### src/rtl/fir_mac_sequencer.sv
`timescale 1ns/1ps
// -----------------------------------------------------------------------------
// fir_mac_sequencer
//
// Time-multiplexed FIR filter for ECG denoising. One signed multiply-accumulate
// unit is shared across all NTAPS taps and stepped by a three-state FSM
// (IDLE -> MAC -> OUT). The sample history is a circular buffer. The
// coefficient bank is loaded at run time through the cfg_* port.
//
// Ports
//   clk         in   1      rising-edge clock
//   reset       in   1      asynchronous, active-high reset
//   in_valid    in   1      in_sample valid
//   in_ready    out  1      engine can accept a sample (IDLE only)
//   in_sample   in   DW     signed input sample
//   out_valid   out  1      out_result valid, held until out_ready
//   out_ready   in   1      downstream accepts out_result
//   out_result  out  OW     signed, shifted and saturated filter output
//   cfg_we      in   1      coefficient write strobe
//   cfg_addr    in   5      coefficient index
//   cfg_data    in   CW     signed coefficient value
//   cfg_err     out  1      one-cycle pulse: coefficient write rejected
//   busy        out  1      high in MAC and OUT
// -----------------------------------------------------------------------------
module fir_mac_sequencer #(
    parameter int NTAPS = 21,
    parameter int DW    = 16,
    parameter int CW    = 16,
    parameter int AW    = 40,
    parameter int SHIFT = 15,
    parameter int OW    = 32
) (
    input  logic                 clk,
    input  logic                 reset,
    input  logic                 in_valid,
    output logic                 in_ready,
    input  logic signed [DW-1:0] in_sample,
    output logic                 out_valid,
    input  logic                 out_ready,
    output logic signed [OW-1:0] out_result,
    input  logic                 cfg_we,
    input  logic [4:0]           cfg_addr,
    input  logic signed [CW-1:0] cfg_data,
    output logic                 cfg_err,
    output logic                 busy
);

    localparam int            PW      = $clog2(NTAPS);
    localparam int            PRODW   = DW + CW;
    localparam logic [PW-1:0] LAST    = PW'(NTAPS - 1);
    localparam logic [5:0]    NTAPS_6 = 6'(NTAPS);

    typedef enum logic [1:0] {
        ST_IDLE,
        ST_MAC,
        ST_OUT
    } state_t;

    state_t state_reg, state_next;

    logic [PW-1:0]          wp_reg;
    logic [PW-1:0]          rp_reg;
    logic [PW-1:0]          k_reg;
    logic signed [AW-1:0]   acc_reg;
    logic signed [OW-1:0]   out_result_reg;
    logic                   cfg_err_reg;

    logic signed [DW-1:0]   hist_rd [NTAPS];
    logic signed [CW-1:0]   coef_rd [NTAPS];

    logic                   accept;
    logic                   cfg_ok;
    logic                   cfg_bad;
    logic signed [PRODW-1:0] product;
    logic signed [AW-1:0]   prod_ext;
    logic signed [AW-1:0]   acc_sum;
    logic signed [AW-1:0]   shifted;
    logic signed [OW-1:0]   sat_result;

    assign accept  = in_valid && (state_reg == ST_IDLE);
    assign cfg_ok  = cfg_we && (state_reg == ST_IDLE) && ({1'b0, cfg_addr} < NTAPS_6);
    assign cfg_bad = cfg_we && !cfg_ok;

    // History and coefficient storage. Both are cleared by reset, so they are
    // kept as individual registers rather than a RAM.
    for (genvar gi = 0; gi < NTAPS; gi++) begin : g_tap
        logic signed [DW-1:0] hist_reg;
        logic signed [CW-1:0] coef_reg;

        always_ff @(posedge clk or posedge reset) begin
            if (reset) begin
                hist_reg <= '0;
                coef_reg <= '0;
            end else begin
                if (accept && (wp_reg == PW'(gi)))
                    hist_reg <= in_sample;
                if (cfg_ok && (cfg_addr == 5'(gi)))
                    coef_reg <= cfg_data;
            end
        end

        assign hist_rd[gi] = hist_reg;
        assign coef_rd[gi] = coef_reg;
    end

    // Tap k multiplies the sample k steps back in time: rp starts at the slot
    // just written and walks backwards while k walks forwards.
    assign product  = hist_rd[rp_reg] * coef_rd[k_reg];
    assign prod_ext = {{(AW - PRODW){product[PRODW-1]}}, product};
    assign acc_sum  = acc_reg + prod_ext;
    assign shifted  = acc_sum >>> SHIFT;

    // Clamp the floor-shifted sum into the signed OW range.
    if (OW < AW) begin : g_sat
        localparam logic signed [AW-1:0] OUT_MAX = {{(AW - OW + 1){1'b0}}, {(OW - 1){1'b1}}};
        localparam logic signed [AW-1:0] OUT_MIN = {{(AW - OW + 1){1'b1}}, {(OW - 1){1'b0}}};

        always_comb begin
            sat_result = shifted[OW-1:0];
            if (shifted > OUT_MAX)
                sat_result = {1'b0, {(OW - 1){1'b1}}};
            else if (shifted < OUT_MIN)
                sat_result = {1'b1, {(OW - 1){1'b0}}};
        end
    end else begin : g_wide
        assign sat_result = OW'(shifted);
    end

    always_comb begin
        state_next = state_reg;
        unique case (state_reg)
            ST_IDLE: if (in_valid)         state_next = ST_MAC;
            ST_MAC:  if (k_reg == LAST)    state_next = ST_OUT;
            ST_OUT:  if (out_ready)        state_next = ST_IDLE;
            default:                       state_next = ST_IDLE;
        endcase
    end

    always_ff @(posedge clk or posedge reset) begin
        if (reset) begin
            state_reg      <= ST_IDLE;
            wp_reg         <= '0;
            rp_reg         <= '0;
            k_reg          <= '0;
            acc_reg        <= '0;
            out_result_reg <= '0;
            cfg_err_reg    <= 1'b0;
        end else begin
            state_reg   <= state_next;
            cfg_err_reg <= cfg_bad;
            unique case (state_reg)
                ST_IDLE: begin
                    if (accept) begin
                        rp_reg  <= wp_reg;
                        k_reg   <= '0;
                        acc_reg <= '0;
                        wp_reg  <= (wp_reg == LAST) ? '0 : wp_reg + 1'b1;
                    end
                end
                ST_MAC: begin
                    acc_reg <= acc_sum;
                    rp_reg  <= (rp_reg == '0) ? LAST : rp_reg - 1'b1;
                    if (k_reg == LAST) begin
                        // Final tap: the result includes this cycle's product.
                        k_reg          <= '0;
                        out_result_reg <= sat_result;
                    end else begin
                        k_reg <= k_reg + 1'b1;
                    end
                end
                default: begin
                end
            endcase
        end
    end

    assign in_ready   = (state_reg == ST_IDLE);
    assign out_valid  = (state_reg == ST_OUT);
    assign busy       = (state_reg != ST_IDLE);
    assign out_result = out_result_reg;
    assign cfg_err    = cfg_err_reg;

endmodule
### config.mk
export PLATFORM = sky130hd
export DESIGN_NAME = fir_mac_sequencer
export DESIGN_NICKNAME = d
export VERILOG_FILES = /design/src/rtl/fir_mac_sequencer.sv
export SDC_FILE = /design/constraint.sdc
export NUM_CORES = 2
export LEC_CHECK = 0
export ABC_AREA = 1
export BUFFER_PORTS_ARGS = -buffer_cell sky130_fd_sc_hd__buf_2
export CAP_MARGIN = 20
export CORE_UTILIZATION = 50
export CTS_CLUSTER_DIAMETER = 200
export DETAILED_ROUTE_END_ITERATION = 10
export PLACE_DENSITY = 0.66
export SETUP_SLACK_MARGIN = 0.5
export SLEW_MARGIN = 20
export SYNTH_ARGS = -nofsm -noshare
export SYNTH_HDL_FRONTEND = slang
export SYNTH_SLANG_ARGS = --single-unit
### constraint.sdc
create_clock -name clk -period 33 [get_ports clk]
set_input_delay 3.3 -clock clk [delete_from_list [all_inputs] [get_ports clk]]
set_output_delay 3.3 -clock clk [all_outputs]
set_load 0.005 [all_outputs]
==> qor.yml <==
outcome:
  status: "complete, no violations"
synth:
  avgSynthCellArea_sq_um: 8.40
  synth_xor_area_share_pct: 0.280
  yosysUniqueCellTypes: 50
  ys_top_cells_by_area: "dfrtp_1 40%, fa_1 14%, nand2_1 9.5%"
  synth_edf_count: 0
  synthMuxAreaShare_pct: 0
  yosysMostFrequentCell: "nand2_1"
  syn_inst: 5593
  syn-num-nets: 6088
  synth_compound_area_share_pct: 16.9
  synth_top_area_share_pct: 40.3
  async_reset_ff_share_pct: 100
  ys_seq_area_share_pct: 40.3
  synthSimpleGateAreaFrac_pct: 15.9
  ys_warn_count: 0
  ys_seq_elements: 756
  synth_top_family_by_area: "adder cells"
  syn_area_sq_um: 47000
  synth_area_leader_cell: "dfrtp_1"
  synth.top_cells.by_count: "1190 x nand2_1, 866 x o21ai_0, 756 x dfrtp_1, 700 x inv_1, 459 x nor2_1"
  ys.flop_type: "dfrtp_1"
  synthAdderAreaFrac_pct: 17.3
clock_network:
  htreeDepth: 3
  cts-hold-fix-buffers: 0
  clk_latency_ns: 0.68
  post_cts_buffers: 0
  cts_tree: "built"
  cts_inserted_buffers: 84
  cts.sinks: 756
  clkTransAtPathRegs_ns: 0.06
  cts_buffer_depth: 3
  cts-resized-gates: 0
  root_buffer: "clkbuf_16"
global_route:
  grt_start_max_net_pins: 162
  grt_use_total_pct: 28.6
  grt_pass1_wl_um: 213000
  overflow: 0
  antenna_found_initial: 3
  grt_pass1_vias: 37000
floorplanning:
  rows: 112
  die_x_um: 309
  fp.dieArea_sq_um: 95200
  boundaryPins: 78
  start_util_pct: 50.4
  fp.coreArea_sq_um: 93200
  die_h_um: 309
worst_setup_path:
  crit_fanout: 86
  reg2reg_from: "k_reg[0]"
  cpPeakStageDelay_ns: 0.87
  crit_path_start: "k_reg[0]"
  r2r_cells: 30
  end_kind: "flip-flop"
  timing.rr.end: "acc_reg[34]"
  worstSetupPathDepth: 30
  cp.arrival_ns: 10.59
  r2r_slack_ns: 23.01
  critPathTopFamily: "adder cells"
  cp_slowest_cell: "fa_1"
  start_kind: "flip-flop"
  cp_data_required_time_ns: 33.61
  endpoint: "acc_reg[34]"
  criticalPathCategory: "flip-flop to flip-flop"
  crit_buf_inv: 9
routing:
  dr.pass1.iters: 6
  first_iter_violations: 3749
  detail_route.wl_per_cell_um: 19.5
  ant_nets: 0
  num_vias: 37800
  drc_errors: 0
  routed_via_density: 5.57
  routed_wl_um: 132000
placement:
  gp_congestion: 0.936
  io_buffers: 77
  dp.cells: 6621
  hpwlAfterDp_um: 88300
final_layout:
  syn_to_final_growth_pct: 8.07
  utilization_pct: 54.5
  drive_gt1_share_pct: 7.24
  fin_cells: 6780
  nFillCells: 8791
  multi_input_area_sq_um: 23800
  seq_area_sq_um: 18900
  final_nets: 5951
sta:
  finalHoldViolations: 0
  tns_ns: 0
  slew_violations: 0
  skew_ns: 0.0306
  tightest_slew_ns: 1.08
  fin_crit_sh_pct: 30.3
  period_needed_ns: 9.99
  rsz0062_at_grt: "no"
  slew_headroom_pct: 27.1
  clock.fmax_ghz: 0.100
  setup_viol: 0
min_path:
  hold_class: "flip-flop to flip-flop"
flow_run:
  maxCapViolCount: 0
## worst register-to-register path: cells and delay by family, from the launching register on
kind | cells | cell delay [ns]
compound gates | 3 | 0.50
fa+ha+maj | 7 | 4.26
buf+inv | 9 | 2.51
flops | 1 | 0.76
simple gates | 11 | 1.89
## routing by layer
layer	vias up	track usage [%]	wire, um
met2	1304	44.4	60300
met5	-	0	10
met3	217	4.89	9260
met1	18600	41.2	59200
li1	17700	-	-
met4	2	8.32	3440
## area by class of cell
class / instances / area share, %
clock inverter: 26 / 0.608
timing repair buffer: 147 / 1.89
tap: 1254 / 3.09
antenna: 4 / 0.0197
clock buffer: 126 / 5.01
sequential: 756 / 37.3
multi-input combinational: 3757 / 46.8
inverter: 710 / 5.27
## per-stage QoR
| stage | setup slack, ns | hold slack, ns | cell area (sq um) |
|---|---|---|---|
| after global placement | 23.30 | 0.459 | 47800 |
| after detailed placement | 23.28 | 0.462 | 47800 |
| after floorplan | 8.48 | 0.448 | 47000 |
| after global routing | 22.54 | 0.488 | 50800 |
| final | 23.01 | 0.476 | 50800 |
| after CTS | 23.27 | 0.478 | 50700 |
## worst min path at each step
stage                                start                endpoint  slack (ns)  cells past startpoint
global route                out_result[12]          out_result[12]        0.49                      2
floorplan           g_tap[18].coef_reg[15]  g_tap[18].coef_reg[15]        0.45                      2
global placement    g_tap[14].coef_reg[11]  g_tap[14].coef_reg[11]        0.46                      2
detailed placement           out_result[8]           out_result[8]        0.46                      2
finish                      out_result[21]          out_result[21]        0.48                      2
CTS                          out_result[8]           out_result[8]        0.48                      2
## logic make-up (layout without fill, tap and decap cells)
logic type	Yosys count	after routing
XOR/XNOR	15	15
buffers and inverters	1080	1009
other	0	4
flip-flops	756	756
adder cells (fa/ha/maj)	453	453
AND/OR/NAND/NOR	1876	1876
AO/OA/AOI/OAI	1413	1413
## cell usage in the layout, fill, tap and decap left out, drive strengths merged, types with 3 or more instances in the layout
cell | Yosys | final
a22o | 5 | 5
o31ai | 17 | 17
inv | 705 | 711
fa | 330 | 330
nand2 | 1200 | 1200
o21ai | 994 | 994
a21oi | 202 | 202
nor4 | 10 | 10
a21boi | 3 | 3
diode | 0 | 4
dfrtp | 756 | 756
clkinv | 5 | 18
nor3 | 12 | 12
nand3b | 7 | 7
clkbuf | 247 | 126
o221ai | 82 | 82
buf | 123 | 147
or2 | 4 | 4
ha | 123 | 123
or3 | 4 | 4
nor2 | 464 | 464
o22ai | 47 | 47
xnor2 | 8 | 8
nand4 | 17 | 17
xor2 | 7 | 7
nand3 | 155 | 155
o211ai | 26 | 26
bufinv | 0 | 5
a31oi | 9 | 9
o21bai | 6 | 6
a21o | 17 | 17
Power is left out: the tool's default activity adds up to more than one toggle a clock period on the data nets, which glitch-free logic cannot reach.
